--- src/rtl/counter_bank.sv ---
// -----------------------------------------------------------------------------
// counter_bank
//
// A bank of CHANNELS independent WIDTH-bit up/down counters. The registers are
// exposed directly to the parent. Each channel has its own increment and
// decrement requests and its own saturate/wrap mode. All channels share one
// load port. Each channel reports one-cycle wrap and saturation pulses and
// keeps a sticky overflow flag.
//
// Parameters:
//   WIDTH        bits per counter (1..32)
//   CHANNELS     number of counters (1..16)
//   CH_BITS      channel index width, 2**CH_BITS >= CHANNELS
//   RESET_VALUE  value every counter takes while reset_n is low
//
// Ports:
//   clock       in   rising-edge clock for all state
//   reset_n     in   asynchronous active-low reset
//   inc         in   [CHANNELS]  per-channel increment request
//   dec         in   [CHANNELS]  per-channel decrement request
//   sat_mode    in   [CHANNELS]  1 = saturate at bounds, 0 = wrap
//   load_en     in   load strobe
//   load_chan   in   [CH_BITS]   channel to load (out-of-range: ignored)
//   load_value  in   [WIDTH]     value to load
//   clr_flags   in   clear all sticky overflow flags
//   rd_chan     in   [CH_BITS]   read-port channel select
//   counts      out  [CHANNELS*WIDTH]  channel i at [i*WIDTH +: WIDTH]
//   rd_value    out  [WIDTH]     combinational read of rd_chan, 0 if out of range
//   wrap_pulse  out  [CHANNELS]  one-cycle pulse after a wrap
//   sat_hit     out  [CHANNELS]  one-cycle pulse after a clipped inc/dec
//   ovf_sticky  out  [CHANNELS]  set by wrap/sat events, cleared by clr_flags
//
// Strobe semantics: inc, dec, load_en and clr_flags are plain per-cycle
// requests with no backpressure. Every request that is present at a rising
// edge is acted on at that edge, and its effect is visible right after it.
// -----------------------------------------------------------------------------
module counter_bank #(
    parameter int unsigned            WIDTH       = 8,
    parameter int unsigned            CHANNELS    = 4,
    parameter int unsigned            CH_BITS     = 2,
    parameter logic [WIDTH-1:0]       RESET_VALUE = '0
) (
    input  logic                      clock,
    input  logic                      reset_n,
    input  logic [CHANNELS-1:0]       inc,
    input  logic [CHANNELS-1:0]       dec,
    input  logic [CHANNELS-1:0]       sat_mode,
    input  logic                      load_en,
    input  logic [CH_BITS-1:0]        load_chan,
    input  logic [WIDTH-1:0]          load_value,
    input  logic                      clr_flags,
    input  logic [CH_BITS-1:0]        rd_chan,
    output logic [CHANNELS*WIDTH-1:0] counts,
    output logic [WIDTH-1:0]          rd_value,
    output logic [CHANNELS-1:0]       wrap_pulse,
    output logic [CHANNELS-1:0]       sat_hit,
    output logic [CHANNELS-1:0]       ovf_sticky
);

    localparam logic [WIDTH-1:0] MAX_VALUE = {WIDTH{1'b1}};
    localparam logic [WIDTH-1:0] MIN_VALUE = '0;

    // Registered state
    logic [WIDTH-1:0]    cnt_q [CHANNELS];
    logic [CHANNELS-1:0] wrap_q;
    logic [CHANNELS-1:0] sat_q;
    logic [CHANNELS-1:0] ovf_q;

    // Next-state values
    logic [WIDTH-1:0]    cnt_d [CHANNELS];
    logic [CHANNELS-1:0] wrap_d;
    logic [CHANNELS-1:0] sat_d;
    logic [CHANNELS-1:0] ovf_d;
    logic [CHANNELS-1:0] load_hit;

    // Load decode. A load_chan value at or above CHANNELS matches no channel,
    // so an out-of-range load has no effect at all.
    always_comb begin
        load_hit = '0;
        for (int i = 0; i < CHANNELS; i++) begin
            if (load_en && (load_chan == CH_BITS'(i))) begin
                load_hit[i] = 1'b1;
            end
        end
    end

    // Per-channel update. The priority is load, then inc+dec (hold), then a
    // single inc or dec. Events happen only when a lone inc or dec hits a
    // bound.
    always_comb begin
        for (int i = 0; i < CHANNELS; i++) begin
            cnt_d[i]  = cnt_q[i];
            wrap_d[i] = 1'b0;
            sat_d[i]  = 1'b0;

            if (load_hit[i]) begin
                cnt_d[i] = load_value;
            end else if (inc[i] && !dec[i]) begin
                if (cnt_q[i] != MAX_VALUE) begin
                    cnt_d[i] = cnt_q[i] + 1'b1;
                end else if (sat_mode[i]) begin
                    sat_d[i] = 1'b1;
                end else begin
                    cnt_d[i]  = MIN_VALUE;
                    wrap_d[i] = 1'b1;
                end
            end else if (dec[i] && !inc[i]) begin
                if (cnt_q[i] != MIN_VALUE) begin
                    cnt_d[i] = cnt_q[i] - 1'b1;
                end else if (sat_mode[i]) begin
                    sat_d[i] = 1'b1;
                end else begin
                    cnt_d[i]  = MAX_VALUE;
                    wrap_d[i] = 1'b1;
                end
            end
        end
    end

    // If a new event coincides with clr_flags, the set takes priority.
    always_comb begin
        ovf_d = (wrap_d | sat_d) | (ovf_q & ~{CHANNELS{clr_flags}});
    end

    always_ff @(posedge clock or negedge reset_n) begin
        if (!reset_n) begin
            for (int i = 0; i < CHANNELS; i++) begin
                cnt_q[i] <= RESET_VALUE;
            end
            wrap_q <= '0;
            sat_q  <= '0;
            ovf_q  <= '0;
        end else begin
            for (int i = 0; i < CHANNELS; i++) begin
                cnt_q[i] <= cnt_d[i];
            end
            wrap_q <= wrap_d;
            sat_q  <= sat_d;
            ovf_q  <= ovf_d;
        end
    end

    // Flat register view
    for (genvar g = 0; g < CHANNELS; g++) begin : g_counts
        assign counts[g*WIDTH +: WIDTH] = cnt_q[g];
    end

    // Zero-latency read port. An out-of-range select matches no channel and
    // returns 0.
    always_comb begin
        rd_value = '0;
        for (int i = 0; i < CHANNELS; i++) begin
            if (rd_chan == CH_BITS'(i)) begin
                rd_value = cnt_q[i];
            end
        end
    end

    assign wrap_pulse = wrap_q;
    assign sat_hit    = sat_q;
    assign ovf_sticky = ovf_q;

endmodule
--- config.mk ---
export PLATFORM = sky130hd
export DESIGN_NAME = counter_bank
export DESIGN_NICKNAME = d
export VERILOG_FILES = /design/src/rtl/counter_bank.sv
export SDC_FILE = /design/constraint.sdc
export NUM_CORES = 1
export LEC_CHECK = 0
export BUFFER_PORTS_ARGS = -buffer_cell sky130_fd_sc_hd__buf_2
export CAP_MARGIN = 20
export CELL_PAD_IN_SITES_DETAIL_PLACEMENT = 1
export CELL_PAD_IN_SITES_GLOBAL_PLACEMENT = 1
export CORE_MARGIN = 4
export CORE_UTILIZATION = 40
export CTS_CLUSTER_DIAMETER = 60
export DETAILED_ROUTE_END_ITERATION = 10
export PLACE_DENSITY = 0.9
export SLEW_MARGIN = 5
export SYNTH_ARGS = -nofsm -noshare
export SYNTH_HDL_FRONTEND = slang
export SYNTH_SLANG_ARGS = --single-unit
--- constraint.sdc ---
create_clock -name clock -period 3.3 [get_ports clock]
set_clock_uncertainty 0.15 [all_clocks]
set_input_delay 0.66 -clock clock [delete_from_list [all_inputs] [get_ports clock]]
set_output_delay 0.66 -clock clock [all_outputs]
set_load 0.03 [all_outputs]
==> results summary, run 1 <==
The number of antenna diodes in the final layout is 0. The number of max-cap violations came out at 0. During synthesis, Yosys emitted a total of 0 warnings. The post-synthesis share of cell area spent on xor and xnor gates is 0.0276. The register bit count reported by yosys is 44. Of the total synthesized cell area, the portion taken by AND, OR, NAND and NOR gates is 0.257.

The clock transition time at the flip-flop clock pins of the worst setup and hold paths came out at ~0.09 ns. The leakage power total is 1.81 nW. The highest net fanout along the worst path is 12. After detailed placement, the design holds a cell count of about 640. The initial antenna violation count is 0. The async set-reset flop share out of synthesis is 1.00.

The instance area at placement came out at about 4200 um2. After synthesis, the largest family of logic cells by area is compound AO/OA/AOI/OAI gates. For this run, the detailed router's first-pass iteration total came to 5. Post-CTS repair changed the size of 0 cells. Headroom to the max-slew limit came out at 0.517.

The post-synthesis area per instance came out at 8.18 um2. Buffers inserted to repair hold after CTS numbered 0. The type of destination of the critical path is a register. In the final timing run, aggregate negative setup slack is 0 ns. The worst setup path is launched from a register. The number of H-tree levels came out at 2. The routed layout has roughly 4,100 vias. The post-synthesis compound-gate area fraction came out at 0.268. The number of synthesized flops with an enable pin is 0.

The final net count came out at 560. Setup violations remaining at the end of the flow were counted as 0. The vertical die dimension is 106 um. In the final layout, the share of cells above drive strength 1 is 0.212.

The post-synthesis cell count is around 470. The average detailed-routed wire length per instance is 20.9 um. After routing the design area is 4290 um2. The shortest clock period the worst path allows after layout came out at ~2.8 ns. In this run the post-CTS setup repair buffer count came out at 0. The total global-route track usage is 0.244. The mapped cell area is around 3800 um2.

The largest individual stage delay along the critical path comes from the cell sky130_fd_sc_hd__nor4b_1. The tree is rooted in a sky130_fd_sc_hd__clkbuf_8. The fmax came out at about 0.36 GHz.

The data arrival time of the critical path came out at about 2.8 ns. Across all register-to-register paths, the minimum setup slack is 0.50 ns. The source-to-sink clock delay at the later pin of the worst-skew pair came out at around 0.3 ns.

The post-synthesis share of cell area spent on full adders, half adders and majority gates came out at 0.0395. The number of I/O pins is 80. In this run the tool buffered the top-level ports with 79 buffer cells. The via count of the first global-routing pass is 4,153. Counting every net in the synthesized netlist gives about 510.

The count of nets left with antenna violations once routing finished came out at 0. In the routed layout, each cell is associated on average with a via count of ~6.3. The residual overflow from global routing is 0.

Among all flip-flop cells after synthesis, the most frequent one is sky130_fd_sc_hd__dfrtp_1. The run finished with clean final reports. The area added between synthesis and finish came out at 12.8%.

The number of different library cells in the post-synthesis netlist came out at 70. The maximum cell stage delay along the critical path is around 0.57 ns. The floorplan step defined a core boundary enclosing 9240 um2. The worst endpoint required time is roughly 3.3 ns. The starting density of the core came out at 0.412. The routability congestion estimate came out at 0.873. The number of sinks handled by clock tree synthesis is between 40 and 50. The post-detailed-placement half-perimeter wirelength came out at 10.1 mm.

The final period utilization is 0.849. The maximum number of pins on one net before global-route repair came out at 45. The TritonCTS buffer count is 5. The area enclosed by the die boundary is ~11,000 um2.

The clock tree buffer depth came out at 2. The first global-routing pass estimated 21.8 mm of wire. Summed over all layers, the routed wires come to around 13 mm.

The number of DRC violations after detailed-routing iteration 0 came out at about 210. The path class of the tightest hold or removal check is in2async. The total power of the final layout is 3.45 mW. The final-report max-slew violation count was 0.

In the routed design, unresolved DRC markers number 0. The final core utilization came out at 0.465. The floorplan row count came out at 35. The setup path with the least slack is of type reg2reg. The die is around 110 um wide.

After the flow finishes, the layout carries non-filler instances totaling approximately 650. Power spread over the standard cell area amounts to slightly above 800 nW/um2. The mux cell area share after synthesis came out at 0.0483.

The portion of the post-synthesis area used by sequential elements came out at 0.289. The hold violation count in the final report came out at 0. TritonCTS built the clock tree. The actual transition at the worst max-transition pin is just over 0.7 ns. The critical path goes through inv_1 > ha_1 > nor4b_1 > and4_1 > o31a_1 > a31oi_1 > o221a_2. Setup repair after global routing left no endpoint under its margin.

The worst supply voltage drop on vdd came out at 0.252 mV.
state kept, by name, summed over array words and instances, names as in the netlist:
register	count
counts	32
ovf_sticky	4
wrap_pulse	4
sat_hit	4
cells in the mapped netlist (6+ instances only):
library cell / number / area share
sky130_fd_sc_hd__a31oi_1: 12 / 0.020
sky130_fd_sc_hd__inv_1: 21 / 0.021
sky130_fd_sc_hd__nor4_1: 8 / 0.013
sky130_fd_sc_hd__nor3b_1: 9 / 0.018
sky130_fd_sc_hd__clkbuf_1: 25 / 0.025
sky130_fd_sc_hd__nor2_1: 41 / 0.040
sky130_fd_sc_hd__nand4_1: 6 / 0.0099
sky130_fd_sc_hd__dfrtp_1: 44 / 0.29
sky130_fd_sc_hd__a21oi_1: 20 / 0.026
sky130_fd_sc_hd__nor3_1: 17 / 0.022
sky130_fd_sc_hd__o211ai_1: 7 / 0.014
sky130_fd_sc_hd__mux4_2: 7 / 0.041
sky130_fd_sc_hd__xnor2_1: 11 / 0.025
sky130_fd_sc_hd__nand2b_1: 8 / 0.013
sky130_fd_sc_hd__o21ai_0: 45 / 0.059
sky130_fd_sc_hd__nand2_1: 32 / 0.032
sky130_fd_sc_hd__or3_1: 8 / 0.013
sky130_fd_sc_hd__a211oi_1: 14 / 0.028
sky130_fd_sc_hd__nand3_1: 17 / 0.022
sky130_fd_sc_hd__ha_1: 12 / 0.039
sky130_fd_sc_hd__o31ai_1: 11 / 0.022
sky130_fd_sc_hd__nor2b_1: 7 / 0.012
power breakdown:
group	switching, mW	internal, mW
sequential	0.541	0.703
clock	0.189	0.137
combinational	1.17	0.710
worst max-delay path, delay by kind of cell, from the launching register on:
kind	cells	cell delay [ns]
AO/OA/AOI/OAI	3	0.70
adder cells (fa/ha/maj)	1	0.18
buffers and inverters	1	0.20
flip-flops	1	0.54
AND/OR/NAND/NOR	2	0.92
cells by family after synthesis:
logic type,after synthesis
AOI/OAI and AO/OA,151
xor gates and xnor gates,12
adders and majority gates,12
buffers and inverters,57
DFF,44
muxes,8
and+or+nand+nor,181
area by class of cell:
class / instances / area [um2]
Fill cell: 1177 / 4950
Tap cell: 129 / 161
Timing Repair Buffer: 84 / 445
Clock buffer: 5 / 68.8
Multi-Input combinational cell: 364 / 2440
Inverter: 21 / 78.8
Sequential cell: 44 / 1100
per-layer routing:
layer	global-route usage	up-vias	part of all wire
li1	-	1862	-
met1	0.305	2041	0.41
met2	0.416	169	0.49
met3	0.0386	27	0.069
met4	0.104	0	0.033
met5	0	-	0
stage by stage:
stage | hold slack (ns) | setup WS (ns)
floorplan | 0.214 | 0.670
global placement | 0.361 | 0.741
detailed placement | 0.370 | 0.581
CTS | 0.359 | 0.560
global route | 0.119 | 0.377
finish | 0.109 | 0.497
cell usage in the layout (no fill, tap or decap), types with 3 or more instances in the layout:
master and instances:
sky130_fd_sc_hd__buf_2 79, sky130_fd_sc_hd__o21ai_0 45, sky130_fd_sc_hd__dfrtp_1 44, sky130_fd_sc_hd__nor2_1 41, sky130_fd_sc_hd__nand2_1 32, sky130_fd_sc_hd__inv_1 21
sky130_fd_sc_hd__a21oi_1 20, sky130_fd_sc_hd__nand3_1 17, sky130_fd_sc_hd__nor3_1 17, sky130_fd_sc_hd__a211oi_1 14, sky130_fd_sc_hd__a31oi_1 12, sky130_fd_sc_hd__ha_1 12
sky130_fd_sc_hd__o31ai_1 11, sky130_fd_sc_hd__xnor2_1 11, sky130_fd_sc_hd__nor3b_1 9, sky130_fd_sc_hd__nand2b_1 8, sky130_fd_sc_hd__nor4_1 8, sky130_fd_sc_hd__or3_1 8
sky130_fd_sc_hd__mux4_2 7, sky130_fd_sc_hd__nor2b_1 7, sky130_fd_sc_hd__o211ai_1 7, sky130_fd_sc_hd__nand4_1 6, sky130_fd_sc_hd__o221ai_1 5, sky130_fd_sc_hd__and3_1 5
sky130_fd_sc_hd__clkbuf_8 5, sky130_fd_sc_hd__or4_1 4, sky130_fd_sc_hd__buf_4 4, sky130_fd_sc_hd__a311oi_1 3, sky130_fd_sc_hd__a221oi_1 3
worst paths after layout:
check	cells after the start	to	startpoint
worst max-delay path	7	counts[2]$_DFFE_PN0P_	counts[0]$_DFFE_PN0P_
worst min-delay path	1	sat_hit[1]$_DFF_PN0_	reset_n
worst max register to register	7	counts[2]$_DFFE_PN0P_	counts[0]$_DFFE_PN0P_
worst min register to register	2	ovf_sticky[0]$_DFF_PN0_	ovf_sticky[0]$_DFF_PN0_
max in group asynchronous	2	counts[5]$_DFFE_PN0P_	reset_n
min in group clock	2	wrap_pulse[3]$_DFF_PN0_	sat_mode[3]
Note: power is estimated with default switching activity, not from simulation.
==> run 2, diff against run 1 <==
CORE_UTILIZATION = 37   (was 40)
PLACE_DENSITY = 0.88   (was 0.9)
clock period = 2.35 ns   (was 3.3 ns; I/O delays follow)
==> results summary, run 2 (synthesized netlist as in run 1, its figures left out) <==
The starting density of the core is 0.384 (-0.0278). The initial antenna violation count is 0 (unchanged). The final period utilization came out at 0.977. Leaving out fill and tap cells, the most frequent cell in the layout is sky130_fd_sc_hd__buf_2. The shortest clock period the worst path allows after layout came out at roughly 2.3 ns. The clock transition time at the flip-flop clock pins of the worst setup and hold paths is 0.09 ns (about the same). The via count of the first global-routing pass is 4,481 (+7.9%). The final setup violation count is 0 (unchanged). The number of buffer cells added on primary ports came to 79 (unchanged). The number of flip-flops under the largest register name is 32 (unchanged). The TritonCTS buffer count came out at 5 (unchanged). The vertical die dimension came out at 109 um (+3.7%). The data arrival time of the critical path is 1.68 ns (-1.16 ns).

The area added between synthesis and finish is 23.3%. The final-report max-slew violation count was 0 (unchanged). The worst endpoint required time is 1.73 ns (-1.61 ns). The leakage power total is 2.03 nW (+12%). The proportion of layout cells with a drive suffix above 1 came out at 0.290 (+0.0779).

The highest net fanout along the worst path is 8 (-4). The number of max-cap violations came out at 0 (unchanged). The worst-case setup slack after placement came to -0.0467 ns (-0.628 ns).

The maximum number of pins on one net before global-route repair is 30 (-33%). The number of H-tree levels came out at 2 (unchanged). The antenna cell count came out at 0 (unchanged). The number of DRC violations after detailed-routing iteration 0 is 280 (+34%). The count of antenna-violating nets left after detailed routing is 0 (unchanged).

The fmax came out at approximately 0.44 GHz. The via count normalized by instance count was 6.33 (-0.14%). The flow ran to the end, and the final reports show no timing, DRC or antenna violations. The highest metal layer with signal wires is met4.

The die width was 109 um (+3.7%). The worst supply voltage drop on vdd came out at 0.522 mV (+110%). The number of I/O pins is 80 (unchanged). The top cell types in the final layout, fill and taps aside, are sky130_fd_sc_hd__buf_2 (78), sky130_fd_sc_hd__buf_4 (47), sky130_fd_sc_hd__o21ai_0 (44), sky130_fd_sc_hd__nor2_1 (41), sky130_fd_sc_hd__dfrtp_1 (40). The clock tree buffer depth was 2 (unchanged). The first-pass iteration count of the detailed router came out at 5 (unchanged). The detailed-route via count is 4,416 (+7.7%).

The post-route met1 wirelength came out at 6.26 mm (+13%). The final routed wirelength across all metal layers is 15.2 mm (+12%). The source-to-sink clock delay at the later pin of the worst-skew pair came out at 0.30 ns (about the same). The worst-case headroom to the max-slew limit was 0.608 (+0.0906). The floorplan row count came out at 36 (+2.9%). The worst setup path is of the reg2out kind. TritonCTS built the clock tree.

The routed wire length on met2 is 7.29 mm (+11%). STA classifies the critical path endpoint as a primary output. The element type at the critical path start is a register. The standard cell core area is 9910 um2 (+7.2%). The area taken by flip-flops and latches is 1110 um2 (+0.45%). The hold violation count in the final report is 0 (unchanged). The footprint of the multi-input gates came out at 2470 um2 (+1.4%).

The final net count was 604 (+7.9%). The cell chosen for the clock root is sky130_fd_sc_hd__clkbuf_8. The routability congestion estimate is 0.929 (+6.4%). The worst setup margin came out at 0.0531 ns (-0.444 ns). The ratio of total power to cell area came out at 1140 nW/um2 (+42%). The met3 layer wire length in the routed design is 1.21 mm (+30%).

The average detailed-routed wire length per instance came out at 21.7 um (+4.2%). The total DRC errors in the routed layout was 0 (unchanged). The final non-filler cell total is 698 (+7.9%). The residual overflow from global routing was 0 (unchanged). The total global-route track usage came out at 0.255 (+0.0114). The placed instance count came out at 688 (+7.3%). The first-pass GRT wire length is 23.9 mm (+9.6%). The actual transition at the worst max-transition pin came out at 0.587 ns (-0.135 ns). The area enclosed by the die boundary is 12,000 um2 (+7.5%).

The min-delay analysis places its worst path in the category in2reg. The number of sinks handled by clock tree synthesis was 44 (unchanged). The count of fill cells added during filler insertion came out at 1,256 (+6.7%). The post-detailed-placement half-perimeter wirelength came out at 11.5 mm (+14%).
## run 2: cell count changes in the layout (fill, tap and decap cells not counted), sizes merged
cell | previous run | this run
buf | 84 | 126
clkbuf | 5 | 9
dlygate4sd3 | 0 | 1
## run 2: what timing repair did
| item | CTS | global route |
|---|---|---|
| endpoints found under the setup margin | 6 | 17 |
| hold buffers | 1 | 0 |
| buffers inserted | 0 | 1 |
| endpoints found under the hold margin | 15 | 0 |
| pin swaps | 0 | 1 |
| gates resized for setup | 2 | 10 |
| gates cloned | 0 | 0 |
## run 2: per-layer routing
metal | vias up | GRT usage
met5 | - | 0
met4 | 0 | 0.0801
met3 | 41 | 0.0352
met2 | 229 | 0.425
met1 | 2197 | 0.342
li1 | 1949 | -
## run 2: power breakdown
group | internal (mW) | switching (mW)
combinational | 1.28 | 2.11
clock | 0.242 | 0.302
sequential | 0.999 | 0.440
## run 2: final timing paths
check | startpoint | endpoint | slack, ns | cells after the start
setup reg to reg | counts[0]$_DFFE_PN0P_ | counts[3]$_DFFE_PN0P_ | 0.09 | 7
hold reg to reg | ovf_sticky[3]$_DFF_PN0_ | ovf_sticky[3]$_DFF_PN0_ | 0.39 | 2
hold / removal | sat_mode[3] | wrap_pulse[3]$_DFF_PN0_ | 0.18 | 2
min in group asynchronous | reset_n | wrap_pulse[0]$_DFF_PN0_ | 0.47 | 2
max in group asynchronous | reset_n | counts[20]$_DFFE_PN0P_ | 1.06 | 3
setup / recovery | counts[21]$_DFFE_PN0P_ | rd_value[5] | 0.05 | 3
## run 2: stage by stage
stage               hold slack (ns)  TNS, ns  area (um2)   util  power, mW
floorplan                    0.0244  -0.0512        3810      -       3.52
global placement              0.271        0        4550  0.459       4.60
detailed placement            0.278   -0.123        4550  0.459       4.74
CTS                           0.183        0        4660  0.471       5.29
global route                  0.188  -0.0116        4690  0.474       5.68
finish                        0.184        0        4690  0.474       5.37
## run 2: layout make-up
cell class / instances / share of cell area
sequential: 44 / 0.236
inverter: 21 / 0.0168
multi-input combinational: 364 / 0.527
timing repair buffer: 128 / 0.166
clock buffer: 8 / 0.0192
tap: 133 / 0.0355
## run 2: worst max-delay path: stages, from the launching register on
cell,delay (ns)
sky130_fd_sc_hd__dfrtp_1,0.46
sky130_fd_sc_hd__buf_4,0.20
sky130_fd_sc_hd__mux4_2,0.51
sky130_fd_sc_hd__buf_2,0.20
